## config.mk

```make
export PLATFORM = sky130hd
export DESIGN_NAME = btn_conditioner
export DESIGN_NICKNAME = d
export VERILOG_FILES = /design/src/rtl/btn_conditioner.sv
export SDC_FILE = /design/constraint.sdc
export NUM_CORES = 1
export LEC_CHECK = 0
export CORE_ASPECT_RATIO = 1.4
export CORE_MARGIN = 2
export CORE_UTILIZATION = 55
export CTS_CLUSTER_SIZE = 24
export DETAILED_ROUTE_END_ITERATION = 16
export PLACE_DENSITY = 0.82
export SETUP_SLACK_MARGIN = 0.1
export SLEW_MARGIN = 20
export SYNTH_ARGS = -nofsm -noshare
export SYNTH_HDL_FRONTEND = slang
export SYNTH_SLANG_ARGS = --single-unit
```

## constraint.sdc

```tcl
create_clock -name CLK -period 2.6 [get_ports CLK]
set_input_delay 0.39 -clock CLK [delete_from_list [all_inputs] [get_ports CLK]]
set_output_delay 0.39 -clock CLK [all_outputs]
set_load 0.05 [all_outputs]
```

## src/rtl/btn_conditioner.sv

```systemverilog
// Multi-channel push-button conditioner: synchroniser, exact-count debouncer,
// press/release strobes and long-press detection with auto-repeat per channel.
module btn_conditioner #(
    parameter int unsigned N               = 4,
    parameter int unsigned DEBOUNCE_CYCLES = 1048576,
    parameter int unsigned HOLD_CYCLES     = 50000000,
    parameter int unsigned REPEAT_CYCLES   = 10000000,
    parameter bit          ACTIVE_LOW      = 1'b0
) (
    input  logic         CLK,
    input  logic         RST,
    input  logic [N-1:0] BTN,
    output logic [N-1:0] BTN_clean,
    output logic [N-1:0] BTN_press,
    output logic [N-1:0] BTN_release,
    output logic [N-1:0] BTN_hold,
    output logic [N-1:0] BTN_repeat
);

    localparam int unsigned DbW   = $clog2(DEBOUNCE_CYCLES + 1);
    // Hold/repeat counters only ever reach CYCLES-1; keep at least one bit.
    localparam int unsigned HoldW = (HOLD_CYCLES > 1) ? $clog2(HOLD_CYCLES) : 1;
    localparam int unsigned RepW  = (REPEAT_CYCLES > 1) ? $clog2(REPEAT_CYCLES) : 1;

    localparam logic [DbW-1:0]   DbLast   = DbW'(DEBOUNCE_CYCLES - 1);
    localparam logic [HoldW-1:0] HoldLast = HoldW'(HOLD_CYCLES - 1);
    localparam logic [RepW-1:0]  RepLast  = RepW'(REPEAT_CYCLES - 1);
    localparam logic [N-1:0]     SyncIdle = {N{ACTIVE_LOW}};

    typedef enum logic [1:0] {StIdle, StPressed, StHolding} state_e;

    logic [N-1:0]     sync0_q, sync0_d, sync1_q, sync1_d;
    logic [N-1:0]     s;
    logic [N-1:0]     clean_q, clean_d;
    logic [N-1:0]     press_q, press_d, release_q, release_d;
    logic [N-1:0]     hold_q, hold_d, repeat_q, repeat_d;
    logic [N-1:0]     rise, fall;
    logic [DbW-1:0]   db_cnt_q   [N];
    logic [DbW-1:0]   db_cnt_d   [N];
    logic [HoldW-1:0] hold_cnt_q [N];
    logic [HoldW-1:0] hold_cnt_d [N];
    logic [RepW-1:0]  rep_cnt_q  [N];
    logic [RepW-1:0]  rep_cnt_d  [N];
    state_e           state_q    [N];
    state_e           state_d    [N];

    // Pressed level is 1 internally regardless of board polarity.
    assign s = sync1_q ^ SyncIdle;

    // Synchroniser chain and exact-count debouncer.
    always_comb begin
        sync0_d = BTN;
        sync1_d = sync0_q;
        clean_d = clean_q;
        for (int i = 0; i < int'(N); i++) begin
            db_cnt_d[i] = '0;
            if (s[i] != clean_q[i]) begin
                if (db_cnt_q[i] == DbLast) begin
                    clean_d[i] = s[i];
                end else begin
                    db_cnt_d[i] = db_cnt_q[i] + DbW'(1);
                end
            end
        end
    end

    assign rise = clean_d & ~clean_q;
    assign fall = ~clean_d & clean_q;

    // Edge strobes and hold/repeat FSM next-state; release overrides all.
    always_comb begin
        press_d   = rise;
        release_d = fall;
        hold_d    = hold_q;
        repeat_d  = '0;
        for (int i = 0; i < int'(N); i++) begin
            state_d[i]    = state_q[i];
            hold_cnt_d[i] = hold_cnt_q[i];
            rep_cnt_d[i]  = rep_cnt_q[i];
            case (state_q[i])
                StIdle: begin
                    if (rise[i]) begin
                        state_d[i]    = StPressed;
                        hold_cnt_d[i] = '0;
                    end
                end
                StPressed: begin
                    if (HOLD_CYCLES != 0) begin
                        if (hold_cnt_q[i] == HoldLast) begin
                            state_d[i]   = StHolding;
                            hold_d[i]    = 1'b1;
                            repeat_d[i]  = 1'b1;
                            rep_cnt_d[i] = '0;
                        end else begin
                            hold_cnt_d[i] = hold_cnt_q[i] + HoldW'(1);
                        end
                    end
                end
                StHolding: begin
                    if (REPEAT_CYCLES != 0) begin
                        if (rep_cnt_q[i] == RepLast) begin
                            repeat_d[i]  = 1'b1;
                            rep_cnt_d[i] = '0;
                        end else begin
                            rep_cnt_d[i] = rep_cnt_q[i] + RepW'(1);
                        end
                    end
                end
                default: state_d[i] = StIdle;
            endcase
            if (fall[i]) begin
                state_d[i]    = StIdle;
                hold_d[i]     = 1'b0;
                repeat_d[i]   = 1'b0;
                hold_cnt_d[i] = '0;
                rep_cnt_d[i]  = '0;
            end
        end
    end

    // State registers with synchronous reset; sync flops reset to the idle board level.
    always_ff @(posedge CLK) begin
        if (RST) begin
            sync0_q   <= SyncIdle;
            sync1_q   <= SyncIdle;
            clean_q   <= '0;
            press_q   <= '0;
            release_q <= '0;
            hold_q    <= '0;
            repeat_q  <= '0;
            for (int i = 0; i < int'(N); i++) begin
                db_cnt_q[i]   <= '0;
                hold_cnt_q[i] <= '0;
                rep_cnt_q[i]  <= '0;
                state_q[i]    <= StIdle;
            end
        end else begin
            sync0_q   <= sync0_d;
            sync1_q   <= sync1_d;
            clean_q   <= clean_d;
            press_q   <= press_d;
            release_q <= release_d;
            hold_q    <= hold_d;
            repeat_q  <= repeat_d;
            for (int i = 0; i < int'(N); i++) begin
                db_cnt_q[i]   <= db_cnt_d[i];
                hold_cnt_q[i] <= hold_cnt_d[i];
                rep_cnt_q[i]  <= rep_cnt_d[i];
                state_q[i]    <= state_d[i];
            end
        end
    end

    assign BTN_clean   = clean_q;
    assign BTN_press   = press_q;
    assign BTN_release = release_q;
    assign BTN_hold    = hold_q;
    assign BTN_repeat  = repeat_q;

endmodule
```

# After elaboration in Yosys (flattened, before gate mapping)
# Memories as Yosys holds them, arrays and structs flattened.
# Cells that the tools add are included.
[op_classes] n_mux=95 n_reduce_logical=12 eq_ne=24 n_addsub=12 bitwise_logic=20
[ops] op="two-way mux 26 bit" n=16
[ops] op="two-way mux 24 bit" n=16
[ops] op="two-way mux 21 bit" n=12
[ops] op="one-hot mux 26 bit (2 select lines)" n=4
[ops] op="one-hot mux 24 bit (2 select lines)" n=4
[ops] op="adder 26 x 1 -> 26 bit (second input constant)" n=4
[ops] op="equality test 26 bit (second input constant)" n=4
[ops] op="adder 24 x 1 -> 24 bit (second input constant)" n=4
[ops] op="equality test 24 bit (second input constant)" n=4
[ops] op="adder 21 x 1 -> 21 bit (second input constant)" n=4
[ops] op="equality test 21 x 20 -> 1 bit (second input constant)" n=4
[ops] op="two-way mux 2 bit" n=16
[ops] op="one-hot mux 2 bit (3 select lines)" n=4
[ops] op="two-way mux 1 bit" n=19
[ops] op="OR 1 bit" n=16
[ops] op="bitwise AND 4 bit" n=2
[ops] op="equality test 2 x 1 -> 1 bit (second input constant)" n=4
[ops] op="equality test 2 bit (second input constant)" n=4
[ops] op="zero test 2 bit" n=4
[ops] op="NOT 4 bit" n=2
[ops] op="one-hot mux 1 bit (2 select lines)" n=4
[ops] op="AND reduction 2 bit" n=4
[ops] op="OR reduction 2 bit" n=4
[ops] op="inequality test 1 bit" n=4
[totals] reg_bits=28 mem_count=4 output_inout_bits=20 ram_bits=292
[memory_table] memory="hold_cnt_q" depth=4 word_bits=26 rd=4 rd_clocked_by_memory_dff=0 wr=4 line_no="40" rtl="logic [HoldW-1:0] hold_cnt_q [N];"
[memory_table] memory="rep_cnt_q" depth=4 word_bits=24 rd=4 rd_clocked_by_memory_dff=0 wr=4 line_no="42" rtl="logic [RepW-1:0] rep_cnt_q [N];"
[memory_table] memory="db_cnt_q" depth=4 word_bits=21 rd=4 rd_clocked_by_memory_dff=0 wr=4 line_no="38" rtl="logic [DbW-1:0] db_cnt_q [N];"
[memory_table] memory="state_q" depth=4 word_bits=2 rd=4 rd_clocked_by_memory_dff=0 wr=4 line_no="44" rtl="state_e state_q [N];"

# Longest topological paths before layout
# Gate-level depths: netlist (run 1).
[logic_depth] word_depth=8 ltp_mapped=11

# Worst setup path before layout (run 1)
# OpenSTA, ideal clock, no wires.
[synth_path] path_kind="register -> register" from="register clean_q[3], in the netlist BTN_clean[3]" to="memory hold_cnt_q[3][10] (netlist name)" stages_incl_launch_ff=7 period_less_slack_ps=2465 slack_ps=135 t_arrival_ps=2391 required_ps=2526 cell_sequence="dfxtp_1 > nand2b_1 > o41a_4 > or3_4 > clkbuf_2 > or4_1 > a31oi_1"
[synth_rtl] item="from (decl)" line_no="34" rtl="logic [N-1:0] clean_q, clean_d;"
[synth_rtl] item="from (signal assigned)" line_no="140" rtl="clean_q <= clean_d;"
[synth_rtl] item="to (decl)" line_no="40"

==> flow_results.xml, run 1 <==
<?xml version="1.0" encoding="UTF-8"?>
<metrics>
  <group name="status">
    <metric name="status" unit="">completed</metric>
  </group>
  <group name="grt">
    <metric name="wire_length_of_the_first_global_routing_pass" unit="um">61700</metric>
    <metric name="overflow" unit="">0</metric>
    <metric name="vias_in_the_first_global_route" unit="">13900</metric>
    <metric name="antenna_found_initial" unit="">0</metric>
    <metric name="grt_start_max_net_pins" unit="">30</metric>
    <metric name="global_route.usage.total" unit="%">23.5</metric>
  </group>
  <group name="route">
    <metric name="routedWlPerCell" unit="um">15.1</metric>
    <metric name="drc_errors" unit="">0</metric>
    <metric name="drt-initial-drc-count" unit="">918</metric>
    <metric name="num_vias" unit="">14500</metric>
    <metric name="vias_per_cell" unit="">6.01</metric>
    <metric name="antenna_violating_nets_post_route" unit="">0</metric>
    <metric name="routed_wirelength" unit="um">36300</metric>
    <metric name="detailed_routing_iteration_count_for_the_pre_antenna_repair_pass" unit="">5</metric>
  </group>
  <group name="die">
    <metric name="pin_count" unit="">26</metric>
    <metric name="row_count" unit="">73</metric>
    <metric name="floorplan.initialDensity" unit="%">55.7</metric>
    <metric name="core-area" unit="sq mm">0.0283</metric>
    <metric name="die_span_y" unit="um">204</metric>
    <metric name="die_area" unit="sq mm">0.0301</metric>
    <metric name="floorplan.die.width" unit="um">147</metric>
  </group>
  <group name="logic_synthesis">
    <metric name="netlist_area" unit="sq mm">0.0158</metric>
    <metric name="post_synth_num_cell_types" unit="">68</metric>
    <metric name="avgSynthCellArea" unit="sq um">8.08</metric>
    <metric name="synth_sequential_area_ratio" unit="%">40.6</metric>
    <metric name="syn-num-nets" unit="">1984</metric>
    <metric name="ys_ff_latch" unit="">320</metric>
    <metric name="synth-edff-count" unit="">0</metric>
    <metric name="ys.warnings.count" unit="">0</metric>
    <metric name="async_flop_share" unit="%">0</metric>
    <metric name="synth_ff_type" unit="">dfxtp_1</metric>
    <metric name="synth_cells" unit="">1951</metric>
  </group>
  <group name="sta">
    <metric name="finalMaxSlewViolations" unit="">0</metric>
    <metric name="slew_headroom" unit="%">54.0</metric>
    <metric name="final_period_util" unit="%">94.3</metric>
    <metric name="finalSetupViolations" unit="">0</metric>
    <metric name="rsz0062_at_grt" unit="">yes</metric>
    <metric name="max_slew.worst_pin.slew" unit="ns">0.684</metric>
    <metric name="post-route-min-period" unit="ns">2.45</metric>
    <metric name="finalClockSkew" unit="ns">0.0171</metric>
    <metric name="maxClockFrequency" unit="GHz">0.408</metric>
    <metric name="final.setup.tns" unit="ns">0</metric>
    <metric name="final_hold_violating_endpoints" unit="">0</metric>
  </group>
  <group name="final_layout">
    <metric name="final_common_cell" unit="">dfxtp_1</metric>
    <metric name="n_antenna_cell" unit="">0</metric>
    <metric name="num-nets-final" unit="">2040</metric>
    <metric name="fillers" unit="">2330</metric>
    <metric name="design_area" unit="sq mm">0.0179</metric>
    <metric name="fraction_of_final_layout_cells_sized_beyond_drive_strength_1" unit="%">9.07</metric>
    <metric name="area_delta_synth_final" unit="%">13.8</metric>
    <metric name="most-common-layout-cells" unit="">319 x dfxtp_1, 282 x nor2_1, 186 x nand2_1</metric>
  </group>
  <group name="cts">
    <metric name="htree_num_levels" unit="">1</metric>
    <metric name="clockBufferDepth" unit="">3</metric>
    <metric name="cts_hold_buf" unit="">0</metric>
    <metric name="cts.sink_count" unit="">320</metric>
    <metric name="clkSlewWorstSetupHoldPaths" unit="ns">0.06</metric>
    <metric name="clk-insertion-delay-late" unit="ns">0.59</metric>
    <metric name="tritoncts_clock_tree" unit="">yes</metric>
    <metric name="cts_buffers" unit="">31</metric>
    <metric name="clock-root-buffer" unit="">clkbuf_16</metric>
  </group>
  <group name="critical_path">
    <metric name="cp_max_fo" unit="">5</metric>
    <metric name="worst-r2r-cell-count" unit="">7</metric>
    <metric name="critPathArrivalTime" unit="ns">2.95</metric>
    <metric name="critical_path.startpoint_type" unit="">flop</metric>
    <metric name="worstSetupEndpointType" unit="">flop</metric>
    <metric name="timing_worst_setup_path_type" unit="">reg -&gt; reg</metric>
    <metric name="cp.required" unit="ns">3.10</metric>
  </group>
  <group name="job">
    <metric name="maxCapViolCount" unit="">0</metric>
  </group>
  <group name="hold_path">
    <metric name="worstHoldPathCells" unit="">2</metric>
    <metric name="hold_class" unit="">in -&gt; reg</metric>
  </group>
  <group name="pwr">
    <metric name="ir_worst_vdd" unit="uV">541</metric>
    <metric name="finalPower" unit="mW">9.43</metric>
    <metric name="power_per_cell_area" unit="mW/mm^2">526</metric>
    <metric name="power_leakage" unit="nW">5.78</metric>
  </group>
  <group name="placed_design">
    <metric name="detailed_placement_hpwl" unit="um">24600</metric>
    <metric name="placement.io_buffers" unit="">25</metric>
    <metric name="placement.cell_area" unit="sq mm">0.0168</metric>
    <metric name="place_congestion" unit="">0.877</metric>
  </group>
</metrics>
[path summary, 6_finish.rpt]
check	from	end	slack (ns)
worst max-delay path	db_cnt_q[3][0]	hold_cnt_q[3][20]	0.15
worst min-delay path	BTN[0]	sync0_q[0]	0.36
worst max register to register	db_cnt_q[3][0]	hold_cnt_q[3][20]	0.15
worst min register to register	db_cnt_q[2][20]	db_cnt_q[2][20]	0.43
[stage by stage]
stage	hold WS (ns)	utilization [%]	setup slack (ns)	std cells
final	0.357	63.3	0.149	2403
after global placement	0.415	59.2	0.103	2342
after detailed placement	0.422	59.2	0.0129	2342
after global routing	0.360	63.3	0.0808	2403
after CTS	0.337	62.7	0.0830	2397
after floorplan	0.408	-	0.135	1951
[Yosys cell counts (all sizes together), types with 11 or more instances]
cell type / count / area (sq um)
nor4bb: 11 / 110
clkbuf: 73 / 275
and4: 20 / 178
nor3b: 11 / 82.6
nand4: 102 / 653
nor3: 73 / 365
nand4b: 14 / 123
nand2: 187 / 702
dfxtp: 320 / 6410
or2: 12 / 75.1
ha: 27 / 338
and3: 45 / 282
nand3b: 12 / 90.1
xnor2: 76 / 666
a21oi: 83 / 415
or4: 31 / 233
inv: 35 / 131
xor2: 80 / 701
nor2b: 22 / 138
nor2: 284 / 1070
and2: 18 / 113
a31oi: 48 / 300
or3: 21 / 136
o21a: 11 / 82.6
nor4: 39 / 256
o21ai: 54 / 270
nand3: 130 / 656
[registers in the layout, summed over array words and instances (netlist names)]
register and flops:
hold_cnt_q 104, rep_cnt_q 96, db_cnt_q 84, state_q 8, BTN_clean 4, BTN_hold 4, BTN_press 4, BTN_release 4
BTN_repeat 4, s 4, sync0_q 4
[cell type report]
type / count / area, sq um / share of cell area [%]
multi-input cells: 1516 / 9060 / 50.5
repair buffers: 103 / 881 / 4.91
inverters: 35 / 131 / 0.732
clock buffers: 41 / 873 / 4.87
well taps: 375 / 469 / 2.62
clock inverters: 13 / 114 / 0.635
flip-flops and latches: 320 / 6410 / 35.7
[worst max-delay path: stages, from the launching register on]
cell	delay [ns]
dfxtp_1	0.35
ha_1	0.20
and3_4	0.20
nand4_4	0.12
o41a_4	0.42
or3_4	0.39
or4_1	0.49
a31oi_1	0.18
[report_power, final]
part	switching, mW	total (mW)	internal, mW	leakage [nW]
clock network	1.93	4.39	2.46	0.489
registers	0.00496	4.91	4.91	2.58
logic	0.0884	0.128	0.0395	2.71
total	2.03	9.43	7.40	5.78
[metal layers]
metal  part of all wire (%)  wire length (um)  global-route usage, %
met5                      0                 0                      0
met4                    3.0              1090                   9.86
met3                    4.1              1510                   2.88
met2                     52             18800                   43.8
met1                     41             14900                   26.9
[what timing repair did]
item,4_1_cts,5_1_grt
gates resized for setup,1,30
setup endpoints to repair,17,108
buffers inserted,0,4
gates cloned,1,2
hold endpoints to repair,0,0
pin swaps,1,1
[kinds of logic (layout without fill, tap and decap cells)]
group / count (synthesis) / count (layout) / synth area share (%)
and+or+nand+nor: 1056 / 1059 / 34.6
DFF: 320 / 320 / 40.6
AOI/OAI and AO/OA: 267 / 267 / 10.6
xor gates and xnor gates: 156 / 156 / 8.67
buffers and inverters: 118 / 192 / 2.89
adders and majority gates: 27 / 27 / 2.14
muxes: 7 / 7 / 0.444
Power figures use the tool's default switching activity.
==> run 2: changes to the inputs <==
CAP_MARGIN = 20   (was unset)
==> results of run 2 <==
Final layout, timing and power as in run 1 (identical DEF).
